### src/rtl/bin2bcd_seq.sv
// bin2bcd_seq: 14-bit binary to 4-digit BCD, shift-and-add-3, one bit/clk.
// Optional leading-zero blanking with BIN2BCD_BLANK_EN.
module bin2bcd_seq #(
  parameter int WIDTH   = 14,
  parameter int MAX_VAL = 9999
) (
  input  logic             CLK,
  input  logic             reset,
  input  logic             start,
  input  logic [WIDTH-1:0] value,
  output logic             busy,
  output logic             done,
  output logic             ovf,
  output logic [3:0]       units,
  output logic [3:0]       tens,
  output logic [3:0]       hundreds,
  output logic [3:0]       thousands,
  output logic [3:0]       blank
);

  typedef enum logic [1:0] {
    IDLE,
    SHIFT,
    LOAD
  } state_t;

  localparam logic [WIDTH-1:0] MAX_V = WIDTH'(MAX_VAL);
  localparam logic [3:0]       LAST  = 4'(WIDTH - 1);

  state_t             state;
  state_t             state_n;
  logic [3:0]         cnt;
  logic [WIDTH-1:0]   bin;
  logic [15:0]        acc;
  logic               ovf_sh;
  logic               over;
  logic [15:0]        acc_adj;
  logic [WIDTH+15:0]  shifted;

  function automatic logic [3:0] add3(
    input logic [3:0] n
  );
    return (n >= 4'd5) ? n + 4'd3 : n;
  endfunction

  assign over = value > MAX_V;

  // corrected nibble is at most 12, so no carry leaves it
  assign acc_adj = {
    add3(acc[15:12]),
    add3(acc[11:8]),
    add3(acc[7:4]),
    add3(acc[3:0])
  };

  assign shifted = {acc_adj, bin} << 1;

  always_ff @(posedge CLK) begin
    if (reset) state <= IDLE;
    else       state <= state_n;
  end

  always_comb begin
    state_n = state;
    unique case (state)
      IDLE:    if (start) state_n = SHIFT;
      SHIFT:   if (cnt == LAST) state_n = LOAD;
      LOAD:    state_n = IDLE;
      default: state_n = IDLE;
    endcase
  end

  assign busy = state != IDLE;

  always_ff @(posedge CLK) begin
    if (reset) begin
      cnt    <= '0;
      bin    <= '0;
      acc    <= '0;
      ovf_sh <= 1'b0;
    end else begin
      unique case (state)
        IDLE: begin
          if (start) begin
            bin    <= over ? MAX_V : value;
            ovf_sh <= over;
            acc    <= '0;
            cnt    <= '0;
          end
        end
        SHIFT: begin
          acc <= shifted[WIDTH+15:WIDTH];
          bin <= shifted[WIDTH-1:0];
          cnt <= cnt + 4'd1;
        end
        default: ;
      endcase
    end
  end

  // result registers move only at LOAD so the display never
  // sees partial values
  always_ff @(posedge CLK) begin
    if (reset) begin
      done      <= 1'b0;
      ovf       <= 1'b0;
      units     <= '0;
      tens      <= '0;
      hundreds  <= '0;
      thousands <= '0;
    end else begin
      done <= 1'b0;
      if (state == LOAD) begin
        done      <= 1'b1;
        ovf       <= ovf_sh;
        units     <= acc[3:0];
        tens      <= acc[7:4];
        hundreds  <= acc[11:8];
        thousands <= acc[15:12];
      end
    end
  end

`ifdef BIN2BCD_BLANK_EN
  logic [3:0] blank_n;
  logic       z3;
  logic       z2;
  logic       z1;

  assign z3 = acc[15:12] == 4'd0;
  assign z2 = z3 && (acc[11:8] == 4'd0);
  assign z1 = z2 && (acc[7:4] == 4'd0);

  assign blank_n = {z3, z2, z1, 1'b0};

  always_ff @(posedge CLK) begin
    if (reset)              blank <= '0;
    else if (state == LOAD) blank <= blank_n;
  end
`else
  assign blank = 4'b0000;
`endif

endmodule

### config.mk
export PLATFORM = sky130hd
export DESIGN_NAME = bin2bcd_seq
export DESIGN_NICKNAME = d
export VERILOG_FILES = /design/src/rtl/bin2bcd_seq.sv
export SDC_FILE = /design/constraint.sdc
export NUM_CORES = 1
export LEC_CHECK = 0
export ABC_AREA = 1
export CAP_MARGIN = 20
export CELL_PAD_IN_SITES_DETAIL_PLACEMENT = 2
export CELL_PAD_IN_SITES_GLOBAL_PLACEMENT = 2
export CORE_MARGIN = 3
export CORE_UTILIZATION = 35
export DETAILED_ROUTE_END_ITERATION = 8
export DONT_BUFFER_PORTS = 1
export GPL_TIMING_DRIVEN = 0
export HOLD_SLACK_MARGIN = 0.12
export PLACE_DENSITY_LB_ADDON = 0.1
export SYNTH_ARGS = -nofsm -noshare
export SYNTH_HDL_FRONTEND = slang
export SYNTH_SLANG_ARGS = --single-unit
export TNS_END_PERCENT = 30
### constraint.sdc
create_clock -name CLK -period 1.4 [get_ports CLK]
set_input_delay 0.14 -clock CLK [delete_from_list [all_inputs] [get_ports CLK]]
set_output_delay 0.14 -clock CLK [all_outputs]
set_load 0.05 [all_outputs]
==> results of run 1 <==
final timing paths:
kind	start	to	slack, ns	depth (start not counted)
max	state[0]$_SDFFE_PP0P_	bin[0]$_SDFFE_PP0P_	0.03	7
min reg2reg	bin[1]$_SDFFE_PP0P_	bin[1]$_SDFFE_PP0P_	0.47	2
max reg2reg	state[0]$_SDFFE_PP0P_	bin[0]$_SDFFE_PP0P_	0.03	7
min	reset	thousands[0]$_SDFFE_PP0P_	0.22	3
layout make-up:
type	instances	area, um2	share of cell area
Buffer	18	124	0.0393
Clock buffer	7	96.3	0.0306
Clock inverter	1	7.51	0.00238
Inverter	30	128	0.0405
Multi-Input combinational cell	238	1360	0.432
Sequential cell	55	1120	0.355
Tap cell	96	120	0.0381
Timing Repair Buffer	21	195	0.0620
per-layer routing:
layer	vias up	wire length [um]
li1	1181	-
met1	1239	3980
met2	40	4340
met3	18	293
met4	0	161
met5	-	0
placed cells by master, fill, tap and decap left out, drive strengths merged, types with 3 or more instances in the layout:
master       count
o21a             4
clkbuf          12
or2              4
nand3           15
conb             4
a21boi           4
o21ai           31
dfxtp           55
inv             30
o211ai           4
a21oi           45
buf             19
nand2           67
nand4            7
nor2            35
dlygate4sd3     15
ha              10
xor2             3
power groups by stage:
stage / logic, mW / registers (mW) / clock network, mW
5_1_grt: 0.492 / 1.64 / 1.11
6_report: 0.447 / 1.63 / 1.02
3_5_place_dp: 0.347 / 1.67 / 0
3_3_place_gp: 0.339 / 1.66 / 0
4_1_cts: 0.418 / 1.63 / 1.02
2_1_floorplan: 0.250 / 1.66 / 0
stage by stage:
step / total power, mW / std cells / setup slack (ns)
2_1_floorplan: 1.91 / 343 / 0.00264
6_report: 3.10 / 466 / 0.0339
4_1_cts: 3.07 / 467 / -0.0297
5_1_grt: 3.24 / 466 / -0.0399
3_5_place_dp: 2.01 / 439 / -0.201
3_3_place_gp: 2.00 / 439 / -0.179
cell families after synthesis:
group,after synthesis,synth area share
DFF,55,0.435
other,1,0.00148
buffers and inverters,50,0.0886
AOI/OAI and AO/OA,93,0.201
adders and majority gates,10,0.0495
and+or+nand+nor,128,0.213
xor gates and xnor gates,3,0.0104
state kept, by name (all words and copies together) (netlist names):
name / count
acc: 16
cnt: 4
done: 1
ovf: 1
bin: 14
state: 2
units: 4
thousands: 4
tens: 4
ovf_sh: 1
hundreds: 4
repair_timing:
| item | 4_1_cts | 5_1_grt |
|---|---|---|
| pin swaps | 3 | 6 |
| hold buffers | 15 | 0 |
| buffers inserted | 5 | 1 |
| hold endpoints to repair | 18 | 0 |
| setup endpoints to repair | 35 | 45 |
| gates resized for setup | 24 | 53 |
critical path, cell delays in order (launching register included):
cell and delay (ns):
sky130_fd_sc_hd__dfxtp_2 0.38, sky130_fd_sc_hd__inv_4 0.07, sky130_fd_sc_hd__nor2_4 0.20, sky130_fd_sc_hd__inv_4 0.07, sky130_fd_sc_hd__nand2_4 0.08, sky130_fd_sc_hd__buf_4 0.18
sky130_fd_sc_hd__o21ai_0 0.09, sky130_fd_sc_hd__o21a_1 0.18
==> results_dict.tcl, run 1 <==
set metrics [dict create \
    post_synth_inst_count 340 \
    drive_above_1_share 0.219 \
    share_comb_of_total_power 0.144 \
    skew_ns 0.00488 \
    post-route-cell-area_um2 3150 \
    ys_top_cells_by_area "sky130_fd_sc_hd__dfxtp_1 44%, sky130_fd_sc_hd__nand2_1 9.9%, sky130_fd_sc_hd__a21oi_1 8.9%" \
    total_number_of_vias 2478 \
    wl_per_cell_um 18.8 \
    synth_ff_type "sky130_fd_sc_hd__dfxtp_1" \
    synth_seq_area_share 0.435 \
    tritoncts "done" \
    nNetsFinal 396 \
    number_of_enable_flip_flop_cells_after_synthesis 0 \
    path_clk_slew_ns 0.10 \
    floorplan.die.height_um 91 \
    synthesis.area_um2 2530 \
    numClockSinks 55 \
    status "completed" \
    die_width_um 91 \
    first_pass_grt_wire_length_um 14100 \
    slew_headroom 0.573 \
    critPathMaxFanout 10 \
    areaGrowthSynthToFinish_pct 24.6 \
    detailedRoute.firstIterationViolations 126 \
    wl_um 8770 \
    post_synth_most_frequent_cells "67 x sky130_fd_sc_hd__nand2_1, 55 x sky130_fd_sc_hd__dfxtp_1, 45 x sky130_fd_sc_hd__a21oi_1" \
    cts-htree-levels 2 \
    postLayoutCoreUtil 0.456 \
    cp.required_ns 1.62 \
    gp_congestion 0.829 \
    nFillCells 817 \
    worstMarginPinSlew_ns 0.641 \
    tritoncts.num_buffers 5 \
    holdWs_ns 0.216 \
    antenna_violating_nets_post_route 0 \
    synth.avg_cell_area_um2 7.44 \
    port-buffer-count 0 \
    grt_antenna_before_repair 0 \
    fp-row-count 30 \
    detailed_place_hpwl_um 5780 \
    clock_latency_reported_for_the_late_side_of_the_worst_skew_pair_ns 0.32 \
    yosysTopAreaCellShare 0.435 \
    grt_max_degree 17 \
    p_leak_nw 1.27 \
    placeableCoreArea_um2 6910 \
    power.internal_mw 2.22 \
    finalHoldViolCount 0 \
    timing.critical_path.arrival_ns 1.59 \
    maxClockFrequency_mhz 732 \
    remaining_drc_errors 0 \
    sw_frac_of_total 0.283 \
    cellPowerDensity_nw_per_um2 983 \
    drt-vias-per-instance 5.32 \
    synth_largest_area_cell "sky130_fd_sc_hd__dfxtp_1" \
    worstHoldPathType "primary input to flop" \
    report.final.setup_viol 0 \
    synth_seq_cells 55 \
    worst_vdd_ir_mv 0.481 \
    power.net_switching_uw 877 \
    die-area_um2 8280 \
    gr-usage-all-layers 0.216 \
    clock_tree.root_cell "sky130_fd_sc_hd__clkbuf_8" \
    rsz0062_at_grt "yes" \
    grt_use_met1 0.287 \
    power.share.clock 0.329 \
    grt_use_met3 0.0340 \
    grt_pass1_vias 2640 \
    crit_path_start_kind "flop" \
    crit_type "flop to flop" \
    floorplan.io_pins 40 \
    cts-root-to-sink-buffers 2 \
    synth_most_common_cell "sky130_fd_sc_hd__nand2_1" \
    async_reset_ff_frac 0 \
    pwr-share-seq 0.527 \
    ys_warn_count 0 \
    final_period_minus_worst_setup_slack_ns 1.37 \
    grt.busiest_layer "met2" \
    timing.setup.tns_ns 0 \
    num_antenna_cells 0 \
    post_synth_num_cell_types 29 \
    finalCritPeriodShare 0.976 \
    grt_overflow_total 0 \
    floorplan.initialDensity 0.366 \
    first_pass_iters 4 \
    grt.met2_usage 0.361 \
    max-cap-violations 0 \
    worst_setup_path_end_kind "flop" \
    dpl-instance-area_um2 2660 \
    final-max-slew-violation-count 0 \
]
Power figures use the tool's default switching activity.
==> inputs of run 2 (changes only) <==
--- a/config.mk
+++ b/config.mk
@@ -5,12 +5,11 @@
 export SDC_FILE = /design/constraint.sdc
 export NUM_CORES = 1
 export LEC_CHECK = 0
-export ABC_AREA = 1
 export CAP_MARGIN = 20
 export CELL_PAD_IN_SITES_DETAIL_PLACEMENT = 2
 export CELL_PAD_IN_SITES_GLOBAL_PLACEMENT = 2
 export CORE_MARGIN = 3
-export CORE_UTILIZATION = 35
+export CORE_UTILIZATION = 37
 export DETAILED_ROUTE_END_ITERATION = 8
 export DONT_BUFFER_PORTS = 1
 export GPL_TIMING_DRIVEN = 0
==> constraint.sdc (replaced) <==
create_clock -name CLK -period 1.34 [get_ports CLK]
set_input_delay 0.134 -clock CLK [delete_from_list [all_inputs] [get_ports CLK]]
set_output_delay 0.134 -clock CLK [all_outputs]
set_load 0.05 [all_outputs]
==> run 2 against run 1 <==
The run now ends with negative setup slack left. Sequential share of layout area shrank 2.0 points. Global-route usage increased by 0.98 points. Routed wire length rose by 10%. Flip-flop and latch count unchanged. Clock skew increased by 0.0039 ns. Die area shrank 6.0%. Sequential power grew 5%. Combinational power rose by 11%. Cell count down 11%. Core utilization rose by 6.1 points. Highest routed layer unchanged.
==> results_dict.tcl, run 2 <==
set metrics [dict create \
    critPathMaxFanout 9 \
    synth_largest_area_cell "sky130_fd_sc_hd__dfxtp_1" \
    reg_top3 "acc x16, bin x14" \
    dpl-instance-area_um2 2620 \
    crit_type "flop to flop" \
    post_synth_inst_count 288 \
    mostFrequentLayoutCell "sky130_fd_sc_hd__dfxtp_1" \
    drt-vias-per-instance 5.66 \
    cts-root-to-sink-buffers 2 \
    floorplan.die.height_um 88.2 \
    worstHoldPathType "primary input to flop" \
    largest_register_ff_count 16 \
    postLayoutCoreUtil 0.517 \
    worst_vdd_ir_mv 0.456 \
    fp-row-count 29 \
    antenna_violating_nets_post_route 0 \
    rsz0062_at_grt "yes" \
    die_width_um 88.2 \
    tritoncts "done" \
    grt_overflow_total 0 \
    cellPowerDensity_nw_per_um2 971 \
    clock_tree.root_cell "sky130_fd_sc_hd__clkbuf_8" \
    slew_headroom 0.535 \
    regMostFlops "acc" \
    floorplan.initialDensity 0.387 \
    grt_antenna_before_repair 0 \
    synth-compound-area-share 0.173 \
    finalHoldViolCount 0 \
    clock_latency_reported_for_the_late_side_of_the_worst_skew_pair_ns 0.31 \
    wl_um 9680 \
    synth_ff_type "sky130_fd_sc_hd__dfxtp_1" \
    detailed_place_hpwl_um 4880 \
    synthesis.area_um2 2500 \
    first_pass_iters 5 \
    grt_max_degree 16 \
    ys_warn_count 0 \
    num_antenna_cells 0 \
    synth.avg_cell_area_um2 8.68 \
    finalCritPeriodShare 1.17 \
    setup_ws_ns -0.223 \
    synth_mux_area_frac 0.0205 \
    dp_slack_ns -0.372 \
    post_synth_num_cell_types 40 \
    tritoncts.num_buffers 5 \
    nNetsFinal 365 \
    violations "negative setup slack" \
    final_period_minus_worst_setup_slack_ns 1.56 \
    detailedRoute.firstIterationViolations 111 \
    layout_common_cells "45 x sky130_fd_sc_hd__dfxtp_1, 38 x sky130_fd_sc_hd__nand2_1, 33 x sky130_fd_sc_hd__nor2_1, 32 x sky130_fd_sc_hd__buf_4, 23 x sky130_fd_sc_hd__a21oi_1" \
    cp.required_ns 1.59 \
    final-max-slew-violation-count 0 \
    number_of_enable_flip_flop_cells_after_synthesis 0 \
    drive_above_1_share 0.298 \
    total_number_of_vias 2354 \
    max-cap-violations 0 \
    wl_per_cell_um 23.3 \
    synth_seq_area_share 0.440 \
    yosys.area_share.xor_xnor 0.0280 \
    holdWs_ns 0.282 \
    remaining_drc_errors 0 \
    ys_top_cells_by_area "sky130_fd_sc_hd__dfxtp_1 44%, sky130_fd_sc_hd__a21oi_1 6.2%, sky130_fd_sc_hd__nand2_1 5.7%" \
    placeableCoreArea_um2 6460 \
    crit_path_start_kind "flop" \
    p_leak_nw 1.26 \
    worstMarginPinSlew_ns 0.697 \
    post-route-cell-area_um2 3340 \
    status "finished, violations left" \
    post_synth_most_frequent_cells "55 x sky130_fd_sc_hd__dfxtp_1, 38 x sky130_fd_sc_hd__nand2_1, 38 x sky130_fd_sc_hd__nor2_1" \
    async_reset_ff_frac 0 \
    synth_most_common_cell "sky130_fd_sc_hd__dfxtp_1" \
    floorplan.io_pins 40 \
    gp_congestion 0.750 \
    power.total_mw 3.24 \
    worst_setup_path_end_kind "flop" \
    post_synth_adder_cell_area 0.0500 \
    gr-usage-all-layers 0.226 \
    areaGrowthSynthToFinish_pct 33.5 \
    maxClockFrequency_mhz 640 \
    path_clk_slew_ns 0.10 \
    timing.critical_path.arrival_ns 1.82 \
    yosysTopAreaCellShare 0.440 \
    grt_pass1_vias 2532 \
    report.final.setup_viol 37 \
    numClockSinks 55 \
    synth_seq_cells 55 \
    die-area_um2 7780 \
    port-buffer-count 0 \
    synth_simple_gate_area_share 0.212 \
    cts-htree-levels 2 \
    dominant_combinational_cell_family_by_area_after_synthesis "simple AND/OR/NAND/NOR gates" \
    first_pass_grt_wire_length_um 13400 \
    skew_ns 0.00881 \
]
-- run 2: cell count changes in the layout (fill, tap and decap cells not counted), moves of 7 or more --
cell | previous run | this run
sky130_fd_sc_hd__nand2_1 | 58 | 38
sky130_fd_sc_hd__inv_2 | 8 | 1
sky130_fd_sc_hd__o21ai_0 | 28 | 7
sky130_fd_sc_hd__a21oi_1 | 40 | 23
sky130_fd_sc_hd__inv_1 | 17 | 8
sky130_fd_sc_hd__buf_4 | 13 | 32
sky130_fd_sc_hd__nor3_1 | 0 | 8
sky130_fd_sc_hd__a22o_1 | 0 | 11
-- run 2: power breakdown --
part / internal [mW] / total (mW) / switching, mW
clock network: 0.474 / 1.03 / 0.558
registers: 1.67 / 1.71 / 0.0397
logic: 0.219 / 0.496 / 0.277
total: 2.37 / 3.24 / 0.874
-- run 2: per-layer routing --
metal	track usage	wire (um)	part of all wire	vias to the layer above
met5	0	0	0	-
met4	0.0687	223	0.023	0
met3	0.0428	286	0.030	17
met1	0.267	4100	0.42	1201
met2	0.411	5080	0.52	54
li1	-	-	-	1082
-- run 2: timing repair --
item / 4_1_cts / 5_1_grt
setup endpoints to repair: 50 / 46
endpoints found under the hold margin: 14 / 0
resized for setup: 33 / 44
hold buffers: 15 / 0
cloned: 0 / 1
pin swaps: 9 / 22
setup buffers: 8 / 19
-- run 2: per-stage QoR --
step                      instances  setup TNS [ns]
after floorplan                 291          -0.165
after global placement          368           -8.16
after detailed placement        368          -10.41
after CTS                       397          -0.690
after global routing            416           -5.36
final                           416           -2.82
-- run 2: worst max-delay path, stage by stage (launching register included) --
cell	delay, ns
sky130_fd_sc_hd__dfxtp_2	0.34
sky130_fd_sc_hd__buf_8	0.14
sky130_fd_sc_hd__or3b_4	0.43
sky130_fd_sc_hd__nor3_4	0.28
sky130_fd_sc_hd__a222oi_1	0.15
sky130_fd_sc_hd__nor2_1	0.15
-- run 2: worst paths after layout --
| path | from | to | cells after the start | slack [ns] |
|---|---|---|---|---|
| hold / removal | value[5] | ovf_sh$_SDFFE_PP0P_ | 3 | 0.28 |
| setup reg to reg | state[1]$_SDFFE_PP0P_ | bin[6]$_SDFFE_PP0P_ | 5 | -0.22 |
| setup / recovery | state[1]$_SDFFE_PP0P_ | bin[6]$_SDFFE_PP0P_ | 5 | -0.22 |
| hold reg to reg | acc[13]$_SDFFE_PP0P_ | thousands[1]$_SDFFE_PP0P_ | 2 | 0.48 |
-- run 2: final cells by class --
| type | count | area, um2 |
|---|---|---|
| plain buffers | 18 | 175 |
| clock buffers | 8 | 100 |
| fillers | 656 | 3120 |
| inverters | 11 | 46.3 |
| multi-input cells | 204 | 1440 |
| flip-flops and latches | 55 | 1120 |
| well taps | 77 | 96.3 |
| repair buffers | 43 | 368 |
-- run 2: logic make-up (layout without fill, tap and decap cells) --
kind of cell	after synthesis	count (layout)
and+or+nand+nor	113	113
AOI/OAI and AO/OA	64	64
DFF	55	55
buffers and inverters	32	80
adders and majority gates	10	10
xor gates and xnor gates	8	8
muxes	5	5
other	1	4
